[config.mk]
export PLATFORM = sky130hd
export DESIGN_NAME = sram_port_arbiter
export DESIGN_NICKNAME = d
export VERILOG_FILES = /design/src/rtl/sram_port_arbiter_pkg.sv /design/src/rtl/sram_port_arbiter_rd_tag_pipe.sv /design/src/rtl/sram_port_arbiter.sv
export SDC_FILE = /design/constraint.sdc
export NUM_CORES = 1
export LEC_CHECK = 0
export ABC_AREA = 1
export CAP_MARGIN = 20
export CORE_AREA = 2 2 61 63
export DETAILED_ROUTE_END_ITERATION = 10
export DIE_AREA = 0 0 63 65
export DONT_BUFFER_PORTS = 1
export GPL_ROUTABILITY_DRIVEN = 0
export PLACE_DENSITY = 0.68
export SLEW_MARGIN = 40
export SYNTH_ARGS = -nofsm -noshare
export SYNTH_HDL_FRONTEND = slang
export SYNTH_SLANG_ARGS = --single-unit
[constraint.sdc]
create_clock -name Clk -period 2.1 [get_ports Clk]
set_input_delay 0.63 -clock Clk [delete_from_list [all_inputs] [get_ports Clk]]
set_output_delay 0.63 -clock Clk [all_outputs]
set_load 0.02 [all_outputs]
[src/rtl/sram_port_arbiter_pkg.sv]
// Shared definitions for the two-requester SRAM port arbiter.
package sram_port_arbiter_pkg;

  // Geometry of the image-buffer SRAM, same values as the procedure cores use.
  localparam int SRAM_A_WIDTH = 17;
  localparam int SRAM_D_WIDTH = 8;

  // Port ownership. The value 2'd3 is unreachable and recovers to NONE.
  typedef enum logic [1:0] {
    NONE = 2'd0,
    OWN0 = 2'd1,
    OWN1 = 2'd2
  } arb_state_e;

  // Access direction as carried on RWk and M_RW.
  localparam logic RW_READ  = 1'b0;
  localparam logic RW_WRITE = 1'b1;

  // Ownership state belonging to requester id.
  function automatic arb_state_e own_state(input logic id);
    return id ? OWN1 : OWN0;
  endfunction

endpackage

[src/rtl/sram_port_arbiter_rd_tag_pipe.sv]
// RD_LAT-stage delay line for {valid, requester id} of issued reads, so that
// the returning SRAM data can be steered to the requester that asked for it.
module sram_port_arbiter_rd_tag_pipe #(
  parameter int RD_LAT = 1
) (
  input  logic Clk,
  input  logic Rst,
  input  logic in_vld,
  input  logic in_id,
  output logic out_vld,
  output logic out_id,
  output logic any_vld
);

  logic [RD_LAT-1:0] vld_reg;
  logic [RD_LAT-1:0] id_reg;

  // Shift the tag one stage per cycle; reset drops every read still in flight.
  always_ff @(posedge Clk or negedge Rst) begin
    if (!Rst) begin
      vld_reg <= '0;
      id_reg  <= '0;
    end else begin
      vld_reg[0] <= in_vld;
      id_reg[0]  <= in_id;
      for (int i = 1; i < RD_LAT; i++) begin
        vld_reg[i] <= vld_reg[i-1];
        id_reg[i]  <= id_reg[i-1];
      end
    end
  end

  assign out_vld = vld_reg[RD_LAT-1];
  assign out_id  = id_reg[RD_LAT-1];
  assign any_vld = |vld_reg;

endmodule

[src/rtl/sram_port_arbiter.sv]
// Round-robin owner of a single-port SRAM shared by two requesters, with a
// burst limit, a per-owner lock against preemption, and tagged read return.
module sram_port_arbiter #(
  parameter int A_WIDTH   = sram_port_arbiter_pkg::SRAM_A_WIDTH,
  parameter int D_WIDTH   = sram_port_arbiter_pkg::SRAM_D_WIDTH,
  parameter int RD_LAT    = 1,
  parameter int MAX_BURST = 16
) (
  input  logic               Clk,
  input  logic               Rst,
  input  logic               Req0,
  input  logic               Req1,
  input  logic               Lock0,
  input  logic               Lock1,
  input  logic               RW0,
  input  logic               RW1,
  input  logic [A_WIDTH-1:0] Addr0,
  input  logic [A_WIDTH-1:0] Addr1,
  input  logic [D_WIDTH-1:0] Wd0,
  input  logic [D_WIDTH-1:0] Wd1,
  output logic               Gnt0,
  output logic               Gnt1,
  output logic               Rvld0,
  output logic               Rvld1,
  output logic [D_WIDTH-1:0] Rd,
  output logic [A_WIDTH-1:0] M_Addr,
  output logic [D_WIDTH-1:0] M_Di,
  input  logic [D_WIDTH-1:0] M_Do,
  output logic               M_RW,
  output logic               M_En,
  output logic               Busy
);
  import sram_port_arbiter_pkg::*;

  localparam int             CW      = $clog2(MAX_BURST);
  localparam logic [CW-1:0]  CNT_MAX = CW'(MAX_BURST - 1);

  arb_state_e         state_reg, state_next;
  logic [CW-1:0]      cnt_reg, cnt_next;
  logic               ptr_reg, ptr_next;
  logic [A_WIDTH-1:0] addr_hold_reg;
  logic [D_WIDTH-1:0] di_hold_reg;

  logic               own_id;
  logic               own_req;
  logic               other_req;
  logic               own_lock;
  logic               acc;
  logic               sel_rw;
  logic [A_WIDTH-1:0] sel_addr;
  logic [D_WIDTH-1:0] sel_wd;
  logic               pipe_vld;
  logic               pipe_id;
  logic               pipe_any;

  // Select the current owner's request, lock and access fields.
  always_comb begin
    own_id    = (state_reg == OWN1);
    own_req   = own_id ? Req1  : Req0;
    other_req = own_id ? Req0  : Req1;
    own_lock  = own_id ? Lock1 : Lock0;
    sel_rw    = own_id ? RW1   : RW0;
    sel_addr  = own_id ? Addr1 : Addr0;
    sel_wd    = own_id ? Wd1   : Wd0;
    // Only a legal ownership state together with its own request is an access.
    acc       = ((state_reg == OWN0) & Req0) | ((state_reg == OWN1) & Req1);
  end

  // Ownership, burst counter and priority pointer for the next cycle.
  always_comb begin
    state_next = state_reg;
    cnt_next   = cnt_reg;
    ptr_next   = ptr_reg;
    case (state_reg)
      NONE: begin
        cnt_next = '0;
        if (Req0 & Req1) state_next = own_state(ptr_reg);
        else if (Req0)   state_next = OWN0;
        else if (Req1)   state_next = OWN1;
      end
      OWN0, OWN1: begin
        if (!own_req) begin
          // Owner released: hand straight over, or go idle.
          state_next = other_req ? own_state(!own_id) : NONE;
          cnt_next   = '0;
          ptr_next   = !own_id;
        end else if ((cnt_reg == CNT_MAX) && other_req && !own_lock) begin
          // Burst limit reached while the peer waits: this access is the last.
          state_next = own_state(!own_id);
          cnt_next   = '0;
          ptr_next   = !own_id;
        end else if (cnt_reg != CNT_MAX) begin
          cnt_next = cnt_reg + 1'b1;
        end
      end
      default: begin
        state_next = NONE;
        cnt_next   = '0;
      end
    endcase
  end

  // Arbitration state registers.
  always_ff @(posedge Clk or negedge Rst) begin
    if (!Rst) begin
      state_reg <= NONE;
      cnt_reg   <= '0;
      ptr_reg   <= 1'b0;
    end else begin
      state_reg <= state_next;
      cnt_reg   <= cnt_next;
      ptr_reg   <= ptr_next;
    end
  end

  // Remember the last address and write data so the bus holds between accesses.
  always_ff @(posedge Clk or negedge Rst) begin
    if (!Rst) begin
      addr_hold_reg <= '0;
      di_hold_reg   <= '0;
    end else if (acc) begin
      addr_hold_reg <= sel_addr;
      di_hold_reg   <= sel_wd;
    end
  end

  sram_port_arbiter_rd_tag_pipe #(
    .RD_LAT (RD_LAT)
  ) u_rd_tag_pipe (
    .Clk     (Clk),
    .Rst     (Rst),
    .in_vld  (acc & (sel_rw == RW_READ)),
    .in_id   (own_id),
    .out_vld (pipe_vld),
    .out_id  (pipe_id),
    .any_vld (pipe_any)
  );

  assign Gnt0   = (state_reg == OWN0);
  assign Gnt1   = (state_reg == OWN1);
  assign M_En   = acc;
  assign M_RW   = acc & sel_rw;
  assign M_Addr = acc ? sel_addr : addr_hold_reg;
  assign M_Di   = acc ? sel_wd   : di_hold_reg;
  assign Rvld0  = pipe_vld & !pipe_id;
  assign Rvld1  = pipe_vld &  pipe_id;
  assign Rd     = M_Do;
  assign Busy   = (state_reg != NONE) | pipe_any;

endmodule
==> impl_metrics.ini <==
[critical_path]
worstReg2RegEnd = state_reg[0]
cp-startpoint = state_reg[1]
start_kind = flop
crit_top_cell = buf_6
cp_max_fo = 7
crit_family = buffers and inverters
crit_cells = 9
ff2ff_path_depth = 11
worstPathArrival_ns = 1.84
critPathMaxStageDelay_ns = 0.47
cp.buffers_inverters = 4
critPathSlowestCell = dfrtp_2
worst-setup-path-type = flop to output pin
critPathRequiredTime_ns = 1.47
endpoint_kind = output pin
timing.rr.start = state_reg[1]
path_cells = inv_2 > ha_4 > nand2_4 > nand2_8 > buf_6 > buf_12 > nor2_4 > a31oi_4 > buf_6
endpoint = M_Di[0]
reg2reg_slack_ns = 0.31

[global_route]
antenna_found_initial = 0
grt_max_degree = 35
overflow = 0
grt_use_total_pct = 27.65
grt_pass1_wl_um = 8742
first_global_vias = 1875

[yosys]
yosysWarnings = 0
synth_top_family_by_area = simple AND/OR/NAND/NOR gates
synth_compound_area_share_pct = 11.08
synthDistinctLibCells = 18
syn-cell-area_sq_mm = 0.001818
synth.avg_cell_area_sq_um = 7.736
syn_inst = 235
synth.ff_latch_count = 34
synth_nets = 307
synth_most_common_cell = nand2_1
synth_edf_count = 0
synth_mux_area_share_pct = 0
yosys.area_share.adder_pct = 4.129
ys_seq_area_share_pct = 46.80
yosysTopAreaCellShare_pct = 46.80
yosys.area.top_type = dfrtp_1
synthSimpleGateAreaFrac_pct = 27.32
synth_ff_type = dfrtp_1
synth-xor-area-share_pct = 0.4818
async_flop_share_pct = 100.0
netlist_top_cells_area = dfrtp_1 47%, nand2_1 17%, a31oi_1 8.6%
synthTopCellsByCount = 80 x nand2_1, 35 x nor2_1, 34 x dfrtp_1

[sta]
timing.final.ws_setup_ns = -0.3654
slew_viol_final = 0
worst_slew_pin_slew_ns = 0.3859
fin_crit_ns = 2.465
finalHoldViolations = 0
setup_viol = 27
relSlewSlack_pct = 74.18
rsz0062_at_grt = true
fin_skew_ns = 0.004996
fin_crit_sh_pct = 117.4
fmax_mhz = 405.6

[routing]
drc = 0
drt-total-wl_um = 6043
drt_iter0_markers = 77
via_per_inst = 5.684
wl_per_cell_um = 19.49
vias = 1762
detail-route-antenna-nets = 0
first_pass_iters = 4

[floorplanning]
die_w_um = 63
die_area_sq_mm = 0.004095
io_pins = 106
die_y_um = 65
core_sq_mm = 0.003496
initial_utilization_pct = 52.00
std_cell_rows = 22

[pwr]
seq_power_share_pct = 21.2
p_int_mw = 2.767
ir_drop_mv = 1.252
combPwrFrac_pct = 70.1
clockPowerShare_pct = 8.7
swShare_pct = 48.29
power_mw = 5.352
p_leak_nw = 1.219
power_switching_mw = 2.585
powerDensity_mw_per_mm2 = 1865

[clock_tree]
cts.clk_slew.worst_paths_ns = 0.11
cts.htree.levels = 2
cts_buffers = 5
cts_tree = done
clock_sinks = 34
clock_latency_ns = 0.34
cts_root_buffer = clkbuf_4
cts_buffer_depth = 2

[status]
violations = negative setup slack
status = finished with violations

[cells_and_area]
multi_input_comb_area_sq_mm = 0.001305
insertedDiodeCount = 0
nets = 333
seq_area_sq_um = 852.1
largest_reg_flops = 17
area_growth_pct = 57.88
fillCellCount = 202
postLayoutCellArea_sq_mm = 0.002870
drive_gt1_share_pct = 40.08

[place]
post-place-ws_ns = -0.04131
dpl_cell_area_sq_mm = 0.002222
io_buffer_count = 0
dp_hpwl_um = 3374

[min_path]
hp-class = input port to asynchronous set/reset pin

[job]
cap_violations = 0
-- worst min path at each step --
stage | from | end | slack [ns] | cells after the start
final | Rst | addr_hold_reg[13] | 0.11 | 1
after CTS | Rst | addr_hold_reg[11] | 0.11 | 1
after floorplan | Rst | addr_hold_reg[0] | 0.33 | 0
after global placement | Rst | ptr_reg | 0.34 | 0
after global routing | Rst | state_reg[0] | 0.10 | 1
after detailed placement | Rst | u_rd_tag_pipe.out_id | 0.34 | 0
-- worst register-to-register path, stage by stage, from the launching register on --
cell	delay [ns]
dfrtp_2	0.47
buf_4	0.17
ha_4	0.18
inv_2	0.08
buf_4	0.18
nand2_1	0.06
nand2_1	0.07
nand3_2	0.09
nand3_2	0.13
nand2_2	0.10
nand2_1	0.09
nand2_1	0.07
-- kinds of logic after synthesis --
family,count (synthesis)
buf+inv,36
compound gates,34
flops,34
fa+ha+maj,6
simple gates,124
xor+xnor,1
-- placed cells by master (no fill, tap or decap) --
| master | n |
|---|---|
| nand2_1 | 73 |
| dfrtp_1 | 33 |
| nor2_1 | 23 |
| a31oi_4 | 23 |
| buf_4 | 15 |
| inv_1 | 13 |
| nor2_4 | 11 |
| buf_6 | 9 |
| nand2_2 | 6 |
| a21oi_1 | 6 |
| buf_12 | 6 |
| inv_2 | 5 |
| clkbuf_4 | 5 |
| buf_16 | 4 |
| ha_4 | 3 |
| clkbuf_8 | 3 |
| nand2_4 | 2 |
| a31oi_2 | 2 |
| nor2_2 | 2 |
| nand3_2 | 2 |
| nand3_1 | 2 |
| o21ai_0 | 2 |
| ha_1 | 2 |
| buf_8 | 2 |
| nand2_8 | 1 |
| o21ai_2 | 1 |
| nand2b_1 | 1 |
| nor3_1 | 1 |
| xor2_1 | 1 |
| ha_2 | 1 |
| bufbuf_16 | 1 |
| dfrtp_2 | 1 |
-- per-stage QoR --
stage | hold WS [ns] | util (%) | std cells | setup TNS, ns
global placement | 0.3351 | 63.56 | 286 | 0
CTS | 0.1146 | 78.60 | 307 | -7.072
detailed placement | 0.3352 | 63.56 | 286 | -0.1311
finish | 0.1094 | 82.10 | 310 | -8.284
floorplan | 0.3344 | - | 235 | -0.8777
global route | 0.1040 | 82.10 | 310 | -9.869
-- repair_timing --
item / in CTS / in global routing
hold buffers: 1 / 0
pin swaps: 7 / 13
cloned: 5 / 0
setup endpoints to repair: 27 / 28
resized for setup: 51 / 23
endpoints found under the hold margin: 34 / 0
buffers inserted: 7 / 3
-- power groups by stage --
stage,logic [mW],registers (mW),clock network (mW)
final,3.75,1.13,0.464
after global routing,3.94,1.16,0.488
after CTS,3.43,1.10,0.454
after detailed placement,2.65,1.08,0
after global placement,2.56,1.06,0
after floorplan,2.03,1.05,0
-- per-layer routing --
layer  GRT usage (%)  part of all wire, %  vias to the layer above
met5               0                    0                        -
met4           13.89                  3.8                        0
met3           6.944                  7.4                       29
met2           52.93                   54                       91
met1           27.49                   35                      846
li1                -                    -                      796
-- final cells by class --
class,instances,area share [%]
inverters,18,2.354
multi-input cells,165,45.47
repair buffers,37,17.65
well taps,48,2.092
clock buffers,8,2.746
flip-flops and latches,34,29.69
Note: power is estimated with default switching activity, not from simulation.
